**src/rtl/queue_display.sv**
```systemverilog
// Multiplexed 4-digit common-anode 7-segment front end for the bank queue counter.
// Pcount/Pwait are converted to BCD once per frame by a sequential double-dabble FSM.
module queue_display #(
  parameter int unsigned N        = 3,
  parameter int unsigned WAIT_W   = 6,
  parameter int unsigned SCAN_DIV = 16
) (
  input  logic              clock,
  input  logic              reset,
  input  logic [N:0]        Pcount,
  input  logic [WAIT_W-1:0] Pwait,
  input  logic              emptyFlag,
  input  logic              fullFlag,
  output logic [6:0]        seg,
  output logic [3:0]        an,
  output logic              dp,
  output logic              busy
);

  localparam int unsigned CW    = ((N + 1) > WAIT_W) ? (N + 1) : WAIT_W;
  localparam int unsigned DIV_W = (SCAN_DIV > 2) ? $clog2(SCAN_DIV) : 1;
  localparam int unsigned CNT_W = $clog2(CW + 1);
  localparam int unsigned SH_W  = 8 + CW;

  localparam logic [6:0] SEG_BLANK = 7'h7F;
  localparam logic [6:0] SEG_DASH  = 7'h3F;

  typedef enum logic [1:0] {IDLE, CAPTURE, SHIFT, COMMIT} state_t;

  state_t            state, state_nxt;
  logic [DIV_W-1:0]  div;
  logic [1:0]        idx;
  logic              div_wrap, frame_start;
  logic [DIV_W-1:0]  div_nxt;
  logic [1:0]        idx_nxt;

  logic [CNT_W-1:0]  cnt;
  logic [CW-1:0]     bin_c, bin_w;
  logic [7:0]        bcd_c, bcd_w;
  logic              cap_empty, cap_full;
  logic [SH_W-1:0]   sh_c, sh_w;

  logic [7:0]        disp_c, disp_w;
  logic              disp_empty, disp_full, disp_valid;
  logic              dp_hold;
  logic [6:0]        seg_sel;
  logic              dp_sel;

  function automatic logic [7:0] dabble_adj(input logic [7:0] b);
    logic [3:0] lo;
    logic [3:0] hi;
    lo = b[3:0];
    hi = b[7:4];
    if (lo >= 4'd5) lo = lo + 4'd3;
    if (hi >= 4'd5) hi = hi + 4'd3;
    return {hi, lo};
  endfunction

  function automatic logic [6:0] enc(input logic [3:0] d);
    case (d)
      4'd0:    return 7'h40;
      4'd1:    return 7'h79;
      4'd2:    return 7'h24;
      4'd3:    return 7'h30;
      4'd4:    return 7'h19;
      4'd5:    return 7'h12;
      4'd6:    return 7'h02;
      4'd7:    return 7'h78;
      4'd8:    return 7'h00;
      4'd9:    return 7'h10;
      default: return SEG_BLANK;
    endcase
  endfunction

  // Scan timing: digit period counter and digit index
  always_comb begin
    div_wrap    = (div == DIV_W'(SCAN_DIV - 1));
    div_nxt     = div_wrap ? '0 : div + DIV_W'(1);
    idx_nxt     = div_wrap ? idx + 2'd1 : idx;
    frame_start = div_wrap && (idx == 2'd3);
  end

  always_ff @(posedge clock or negedge reset) begin
    if (!reset) begin
      div <= '0;
      idx <= '0;
    end else begin
      div <= div_nxt;
      idx <= idx_nxt;
    end
  end

  // Conversion FSM
  always_ff @(posedge clock or negedge reset) begin
    if (!reset) state <= IDLE;
    else        state <= state_nxt;
  end

  always_comb begin
    state_nxt = state;
    case (state)
      IDLE:    if (frame_start) state_nxt = CAPTURE;
      CAPTURE: state_nxt = SHIFT;
      SHIFT:   if (cnt == CNT_W'(CW - 1)) state_nxt = COMMIT;
      COMMIT:  state_nxt = IDLE;
      default: state_nxt = IDLE;
    endcase
  end

  // One double-dabble step for each converter: adjust nibbles, then shift {bcd,bin} left
  always_comb begin
    sh_c = {dabble_adj(bcd_c), bin_c} << 1;
    sh_w = {dabble_adj(bcd_w), bin_w} << 1;
  end

  always_ff @(posedge clock or negedge reset) begin
    if (!reset) begin
      cnt        <= '0;
      bin_c      <= '0;
      bin_w      <= '0;
      bcd_c      <= '0;
      bcd_w      <= '0;
      cap_empty  <= 1'b0;
      cap_full   <= 1'b0;
      disp_c     <= '0;
      disp_w     <= '0;
      disp_empty <= 1'b0;
      disp_full  <= 1'b0;
      disp_valid <= 1'b0;
    end else begin
      case (state)
        CAPTURE: begin
          bin_c     <= CW'(Pcount);
          bin_w     <= CW'(Pwait);
          cap_empty <= emptyFlag;
          cap_full  <= fullFlag;
          bcd_c     <= '0;
          bcd_w     <= '0;
          cnt       <= '0;
        end
        SHIFT: begin
          bcd_c <= sh_c[SH_W-1:CW];
          bin_c <= sh_c[CW-1:0];
          bcd_w <= sh_w[SH_W-1:CW];
          bin_w <= sh_w[CW-1:0];
          cnt   <= cnt + CNT_W'(1);
        end
        COMMIT: begin
          disp_c     <= bcd_c;
          disp_w     <= bcd_w;
          disp_empty <= cap_empty;
          disp_full  <= cap_full;
          disp_valid <= 1'b1;
        end
        default: ;
      endcase
    end
  end

  // Segment pattern for the digit period about to start
  always_comb begin
    seg_sel = SEG_BLANK;
    dp_sel  = 1'b1;
    if (disp_valid) begin
      case (idx_nxt)
        2'd3:    seg_sel = (disp_c[7:4] == 4'd0) ? SEG_BLANK : enc(disp_c[7:4]);
        2'd2:    seg_sel = enc(disp_c[3:0]);
        2'd1:    seg_sel = disp_empty ? SEG_DASH :
                           ((disp_w[7:4] == 4'd0) ? SEG_BLANK : enc(disp_w[7:4]));
        default: seg_sel = disp_empty ? SEG_DASH : enc(disp_w[3:0]);
      endcase
      dp_sel = ~(disp_full && (idx_nxt == 2'd3));
    end
  end

  // Segments/dp latched once per digit period; anodes dark in its first cycle
  always_ff @(posedge clock or negedge reset) begin
    if (!reset) begin
      seg     <= SEG_BLANK;
      an      <= 4'hF;
      dp      <= 1'b1;
      dp_hold <= 1'b1;
      busy    <= 1'b0;
    end else begin
      busy <= (state_nxt != IDLE);
      if (div_wrap) begin
        an      <= 4'hF;
        seg     <= seg_sel;
        dp      <= 1'b1;
        dp_hold <= dp_sel;
      end else begin
        an <= ~(4'b0001 << idx);
        dp <= dp_hold;
      end
    end
  end

endmodule

```
**config.mk**
```make
export PLATFORM = sky130hd
export DESIGN_NAME = queue_display
export DESIGN_NICKNAME = d
export VERILOG_FILES = /design/src/rtl/queue_display.sv
export SDC_FILE = /design/constraint.sdc
export NUM_CORES = 1
export LEC_CHECK = 0
export CAP_MARGIN = 10
export CORE_MARGIN = 5
export CORE_UTILIZATION = 35
export DETAILED_ROUTE_END_ITERATION = 16
export SKIP_CTS_REPAIR_TIMING = 1
export SLEW_MARGIN = 0
export SYNTH_ARGS = -nofsm -noshare
export SYNTH_HDL_FRONTEND = slang
export SYNTH_SLANG_ARGS = --single-unit
```
**constraint.sdc**
```tcl
create_clock -name clock -period 5.8 [get_ports clock]
set_input_delay 1.74 -clock clock [delete_from_list [all_inputs] [get_ports clock]]
set_output_delay 1.74 -clock clock [all_outputs]
set_load 0.02 [all_outputs]
```
# Word level (Yosys, flattened, before mapping)

Memory sizes are Yosys's and may differ from the RTL's.
Index checks and enable logic that the tools add are counted.

$add $sub $neg: 7
$lt $le $gt $ge: 4
Eq/ne operators: 9
Shifts and indexed selects: 1
Muxes and demuxes: 23
Bitwise logic cells: 2
Reductions and logical operators: 7

Operators by type and width:

| cell                  | count |
|---|---|
| $mux W7               | 5 |
| $pmux W8 S2           | 2 |
| $pmux W6 S2           | 2 |
| $pmux W7 S3           | 1 |
| $ge A4 B3 Y1 const B  | 4 |
| $mux W4               | 4 |
| $eq A2 B2 Y1 const B  | 5 |
| $add A4 B2 Y4 const B | 2 |
| $logic_not A4 Y1      | 2 |
| $pmux W2 S4           | 1 |
| $add A3 B2 Y3 const B | 2 |
| $mux W2               | 3 |
| $mux W3               | 2 |
| $pmux W3 S2           | 1 |
| $add A4 B1 Y4 const B | 1 |
| $eq A2 B1 Y1 const B  | 2 |
| $eq A4 B4 Y1 const B  | 1 |
| $not A4 Y4            | 1 |
| $reduce_bool A2 Y1    | 2 |
| $shl A1 B2 Y4 const A | 1 |
| $add A3 B1 Y3 const B | 1 |
| $eq A3 B3 Y1 const B  | 1 |
| $add A2 B1 Y2 const B | 1 |
| $logic_and A1 B1 Y1   | 2 |
| 3 further kinds       | 4 |

Bits in registers: 74
Bits in read-only memories: 448
Input bits: 14
Output and inout port bits: 13
Logic and storage cells: 77
Memories kept: 4

Memory list:

| name            | words | bits a word | read ports | clocked after memory_dff | wr ports | RTL line | RTL |
|---|---|---|---|---|---|---|---|
| (no name shown) | 16    | 7           | 1          | 0                        | 0        | 60       | `case (d)` |
| (no name shown) | 16    | 7           | 1          | 0                        | 0        | 60       |  |
| (no name shown) | 16    | 7           | 1          | 0                        | 0        | 60       |  |
| (no name shown) | 16    | 7           | 1          | 0                        | 0        | 60       |  |

# Logic depth before layout (Yosys ltp)

Gate-level depths: netlist of run 1.

Depth in word-level cells: 6
Mapped depth: 8
Gate-level depth less buffers: 7

# Least setup slack after synthesis of run 1

OpenSTA, ideal clock, no wires.

Path type: reg2out
Start: register seg[3]
End: output seg[3]
Arrival: 0.563 ns
Data required time: 4.060 ns
Path slack: 3.497 ns
Cell stages (with the launch flop): 1
Buffers on the path: 0
Path through: dfstp_2

RTL lines:

| what                     | RTL line | RTL |
|---|---|---|
| start: declaration       | 14       | `output logic [6:0] seg,` |
| start signal: assignment | 188      | `seg <= seg_sel;` |

No word-level cell between the ends.

# Final worst setup path of run 1

Start: register seg[6]
End: output seg[6]

No word-level cell between the ends.

==> impl_metrics.tcl, run 1 <==
set metrics [dict create \
    relSlewSlack 0.348 \
    fmax_mhz 312 \
    r2r_end "bcd_w[4]$_DFFE_PN0P_" \
    rr_worst_depth 4 \
    yosys_warnings 0 \
    synth_edf_count 0 \
    syn_nets 515 \
    cts_tree "done" \
    crit_end "seg[6]" \
    final_common_cell "dfrtp_1" \
    post_drt_wl_per_cell_um 13.9 \
    fin_cells 627 \
    floorplan.die_area_um2 14600 \
    r2r_start "state[0]$_DFF_PN0_" \
    ant_nets 0 \
    wl_met1_um 4350 \
    drv_slew 0 \
    drc 0 \
    startpoint "seg[6]$_DFFE_PN1N_" \
    dr.pass1.iters 5 \
    clkTransAtPathRegs_ns 0.06 \
    rsz0062_at_grt "false" \
    cts-root-buf "clkbuf_16" \
    fp.dieH_um 121 \
    clock_path_buffers 2 \
    finalSetupViolations 0 \
    hold_depth 1 \
    rows 40 \
    period_share 0.552 \
    crit_arrival_ns 1.46 \
    crit_slowest_cell "clkdlybuf4s50_1" \
    final_util 0.411 \
    nets 530 \
    syn2layout_area_growth_pct 14.7 \
    n_antenna_cell 0 \
    wl_met3_um 267 \
    die_w_um 121 \
    netlist_instances 461 \
    fin_crit_ns 3.20 \
    clkLatencyLatePin_ns 0.33 \
    outcome "finished, final reports clean" \
    cts-buffers-inserted 9 \
    grtUsageTotal 0.128 \
    multi_input_area_um2 2170 \
    drt-initial-drc-count 197 \
    dp.cells 612 \
    grt_pass1_vias 3096 \
    netlist_area_um2 4300 \
    drive_gt1_frac 0.100 \
    tns_ns 0 \
    max_cap_viol_count 0 \
    peakVddDrop_v 0.000131 \
    vias 3153 \
    cellPowerDensity_nw_per_um2 211 \
    synth_seq_cells 74 \
    tightestPinTransition_ns 0.978 \
    final.setup.worst_slack_ns 2.60 \
    nFillCells 1179 \
    portBuffers 26 \
    cpPeakStageDelay_ns 0.60 \
    cp_data_required_time_ns 4.06 \
    viasPerCell 5.03 \
    synth_cell_types 47 \
    r2r_slack_ns 3.42 \
    ys_async_sr_fraction 1.00 \
    crit_cells 1 \
    gr-total-overflow 0 \
    cpLargestDelayFamily "buffers and inverters" \
    wl_um 8690 \
    finalClockSkew_ns 0.00452 \
    min_path_type "flip-flop to flip-flop" \
    core_area_um2 12000 \
    highest_layer "met4" \
    final_cell_mix "61 x dfrtp_1, 46 x o21ai_0, 44 x inv_1, 40 x ha_1, 39 x a21oi_1" \
    cts_sinks 74 \
    met2_length_um 3980 \
    regArea_um2 1870 \
    crit_fanout 2 \
    dp_worst_setup_slack_ns 2.94 \
    grt_max_degree 75 \
    critPathBufInv 1 \
    initial_core_util 0.358 \
    critPathKind "flip-flop to primary output" \
    grt_first_pass_wirelength_um 15200 \
    synthFlopType "dfrtp_1" \
    seq_area_frac_synth 0.434 \
    io-pin-count 27 \
    grt_antenna_before_repair 0 \
    dp_hpwl_um 6050 \
    cp_cell_sequence "clkdlybuf4s50_1" \
    finalHoldViolCount 0 \
    p_leak_uw 0.00209 \
    htree_levels 3 \
    gp_congestion 0.824 \
    end_kind "primary output" \
    avgSynthCellArea_um2 9.33 \
    cp-start-kind "flip-flop" \
]
[final cells by class]
type | instances | area share
Multi-Input combinational cell | 319 | 0.441
Sequential cell | 74 | 0.379
Timing Repair Buffer | 28 | 0.0553
Clock buffer | 10 | 0.0484
Tap cell | 147 | 0.0373
Inverter | 44 | 0.0335
Clock inverter | 5 | 0.00634
[report_power, final]
group	switching [µW]	total, µW	leakage (µW)	internal [µW]
registers	0	517	0.000922	517
logic	11.3	19.6	0.00103	8.27
clock network	208	504	0.000134	297
[worst min-delay path by stage]
| stage | startpoint | end |
|---|---|---|
| 6_report | disp_full$_DFFE_PN0N_ | dp_hold$_DFFE_PN1N_ |
| 4_1_cts | disp_full$_DFFE_PN0N_ | dp_hold$_DFFE_PN1N_ |
| 5_1_grt | disp_full$_DFFE_PN0N_ | dp_hold$_DFFE_PN1N_ |
| 3_5_place_dp | disp_full$_DFFE_PN0N_ | dp_hold$_DFFE_PN1N_ |
| 3_3_place_gp | disp_full$_DFFE_PN0N_ | dp_hold$_DFFE_PN1N_ |
| 2_1_floorplan | disp_full$_DFFE_PN0N_ | dp_hold$_DFFE_PN1N_ |
[synthesized netlist by cell type, types with 3 or more instances]
cell      count  area [µm²]
dfrtp_1      61        1530
o21ai_0      46         230
inv_1        44         165
ha_1         40         500
a21oi_1      39         195
nor2_1       34         128
nand2_1      26        97.6
clkbuf_1     19        71.3
nand2b_1     17         106
dfstp_2      13         342
nand3_1      10        50.1
mux2i_1       9        90.1
o22ai_1       9        56.3
xnor2_1       9        78.8
mux2_2        8        90.1
and3_1        7        43.8
o21ai_1       7        35.0
nor2b_1       6        37.5
o22a_1        6        52.6
nor3_1        5        25.0
o211ai_1      4        30.0
a31oi_1       3        18.8
buf_2         3        15.0
nand3b_1      3        22.5
o221ai_1      3        26.3
[routing by layer]
layer / global-route usage / vias up
li1: - / 1614
met3: 0.0354 / 8
met1: 0.175 / 1490
met2: 0.197 / 41
met5: 0 / -
met4: 0.0425 / 0
[flip-flops by register name, summed over array words and instances (netlist names), 2 cells and up]
signal  flops
state       2
div         4
an          4
disp_w      8
idx         2
bin_c       6
disp_c      8
bcd_c       8
bcd_w       8
bin_w       6
seg         7
cnt         3
[per-stage QoR]
stage	cell area (µm²)	power [µW]	hold slack, ns
global route	4930	1090	0.460
global placement	4660	546	0.416
finish	4930	1040	0.432
floorplan	4300	527	0.392
detailed placement	4660	547	0.419
CTS	4930	1060	0.424
[logic make-up (layout without fill, tap and decap cells)]
group / count (synthesis) / in the layout / share of synthesized area
adder cells (fa/ha/maj): 40 / 40 / 0.116
AND/OR/NAND/NOR: 114 / 114 / 0.130
XOR/XNOR: 10 / 10 / 0.0204
buffers and inverters: 68 / 87 / 0.0602
multiplexers: 19 / 19 / 0.0486
flip-flops: 74 / 74 / 0.434
AO/OA/AOI/OAI: 136 / 136 / 0.190
Note: power is estimated with default switching activity, not from simulation.
==> run 2, diff against run 1 <==
clock period = 2.82 ns   (was 5.8 ns; I/O delays follow)
==> impl_metrics.tcl, run 2 (synthesis gave the netlist of run 1 again) <==
set metrics [dict create \
    relSlewSlack 0.527 \
    peakVddDrop_v 0.000431 \
    cp-start-kind "flip-flop" \
    dr.pass1.iters 4 \
    grt_first_pass_wirelength_um 15400 \
    dp_worst_setup_slack_ns 0.690 \
    crit_arrival_ns 1.49 \
    critPathBufInv 1 \
    crit_slowest_cell "clkdlybuf4s50_1" \
    grtUsageTotal 0.131 \
    finalHoldViolCount 0 \
    final_util 0.419 \
    crit_fanout 2 \
    cts_sinks 74 \
    rows 40 \
    max_cap_viol_count 0 \
    final_common_cell "dfrtp_1" \
    floorplan.die_area_um2 14600 \
    io-pin-count 27 \
    cp_cell_sequence "clkdlybuf4s50_1" \
    drive_gt1_frac 0.107 \
    grt_pass1_vias 3283 \
    min_path_type "flip-flop to flip-flop" \
    p_leak_uw 0.00213 \
    n_antenna_cell 0 \
    wl_um 8780 \
    cpPeakStageDelay_ns 0.61 \
    drc 0 \
    portBuffers 26 \
    tightestPinTransition_ns 0.710 \
    drt-initial-drc-count 204 \
    die_w_um 121 \
    cp_data_required_time_ns 1.97 \
    dp_hpwl_um 6430 \
    outcome "finished, final reports clean" \
    cellPowerDensity_nw_per_um2 456 \
    period_share 0.827 \
    fin_crit_ns 2.33 \
    cts-root-buf "clkbuf_16" \
    regArea_um2 1870 \
    cpLargestDelayFamily "buffers and inverters" \
    clkLatencyLatePin_ns 0.33 \
    vias 3274 \
    gr-total-overflow 0 \
    rsz0062_at_grt "false" \
    viasPerCell 5.19 \
    nFillCells 1148 \
    syn2layout_area_growth_pct 16.9 \
    nets 534 \
    grt_antenna_before_repair 0 \
    ant_nets 0 \
    post_drt_wl_per_cell_um 13.9 \
    tns_ns 0 \
    gp_congestion 0.846 \
    final.setup.worst_slack_ns 0.488 \
    cts-buffers-inserted 9 \
    clkTransAtPathRegs_ns 0.06 \
    finalClockSkew_ns 0.00665 \
    clock_path_buffers 2 \
    core_area_um2 12000 \
    grt_max_degree 48 \
    cts_tree "done" \
    fp.dieH_um 121 \
    multi_input_area_um2 2170 \
    fmax_mhz 429 \
    initial_core_util 0.358 \
    final_cell_mix "61 x dfrtp_1, 46 x o21ai_0, 44 x inv_1, 40 x ha_1, 39 x a21oi_1" \
    end_kind "primary output" \
    htree_levels 3 \
    finalSetupViolations 0 \
    critPathKind "flip-flop to primary output" \
    drv_slew 0 \
]
[run 2: cell count changes in the layout (fill, tap and decap cells not counted), sizes merged]
cell,before,now
clkinv,4,3
clkbuf,10,9
buf,3,7
bufinv,0,2
[run 2: worst paths after layout]
| kind | cells after the start | slack (ns) | to | startpoint |
|---|---|---|---|---|
| worst max register to register | 7 | 0.68 | seg[6]$_DFFE_PN1N_ | idx[0]$_DFF_PN0_ |
| min in group asynchronous | 1 | 0.48 | div[2]$_DFF_PN0_ | reset |
| max in group asynchronous | 2 | 1.76 | bcd_w[1]$_DFFE_PN0P_ | reset |
| worst min register to register | 1 | 0.47 | dp_hold$_DFFE_PN1N_ | disp_full$_DFFE_PN0N_ |
| worst max-delay path | 1 | 0.49 | seg[0] | seg[0]$_DFFE_PN1N_ |
| worst min-delay path | 1 | 0.47 | dp_hold$_DFFE_PN1N_ | disp_full$_DFFE_PN0N_ |
[run 2: layout make-up]
cell class                      count  area share
Clock buffer                        9      0.0448
Inverter                           44      0.0329
Sequential cell                    74       0.372
Clock inverter                      6      0.0164
Multi-Input combinational cell    319       0.433
Timing Repair Buffer               32      0.0652
Tap cell                          147      0.0366
[run 2: layer usage]
layer  routed length [µm]  vias up  global-route usage
met4                  272        0              0.0652
met2                 4020       70               0.200
met1                 4140     1556               0.169
li1                     -     1624                   -
met5                    0        -                   0
met3                  342       24              0.0359
[run 2: where the power goes]
group / total, µW / switching (µW) / internal [µW] / leakage [µW]
sequential: 1060 / 0 / 1060 / 0.000922
clock: 1180 / 421 / 764 / 0.000151
combinational: 44.4 / 24.5 / 19.9 / 0.00106
[run 2: per-stage QoR]
stage | instance area, µm² | power, µW | hold slack, ns | std cells
global route | 5030 | 2390 | 0.505 | 631
finish | 5030 | 2290 | 0.467 | 631
floorplan | 4300 | 1080 | 0.392 | 461
detailed placement | 4720 | 1130 | 0.458 | 616
global placement | 4720 | 1130 | 0.468 | 616
CTS | 5030 | 2340 | 0.471 | 631
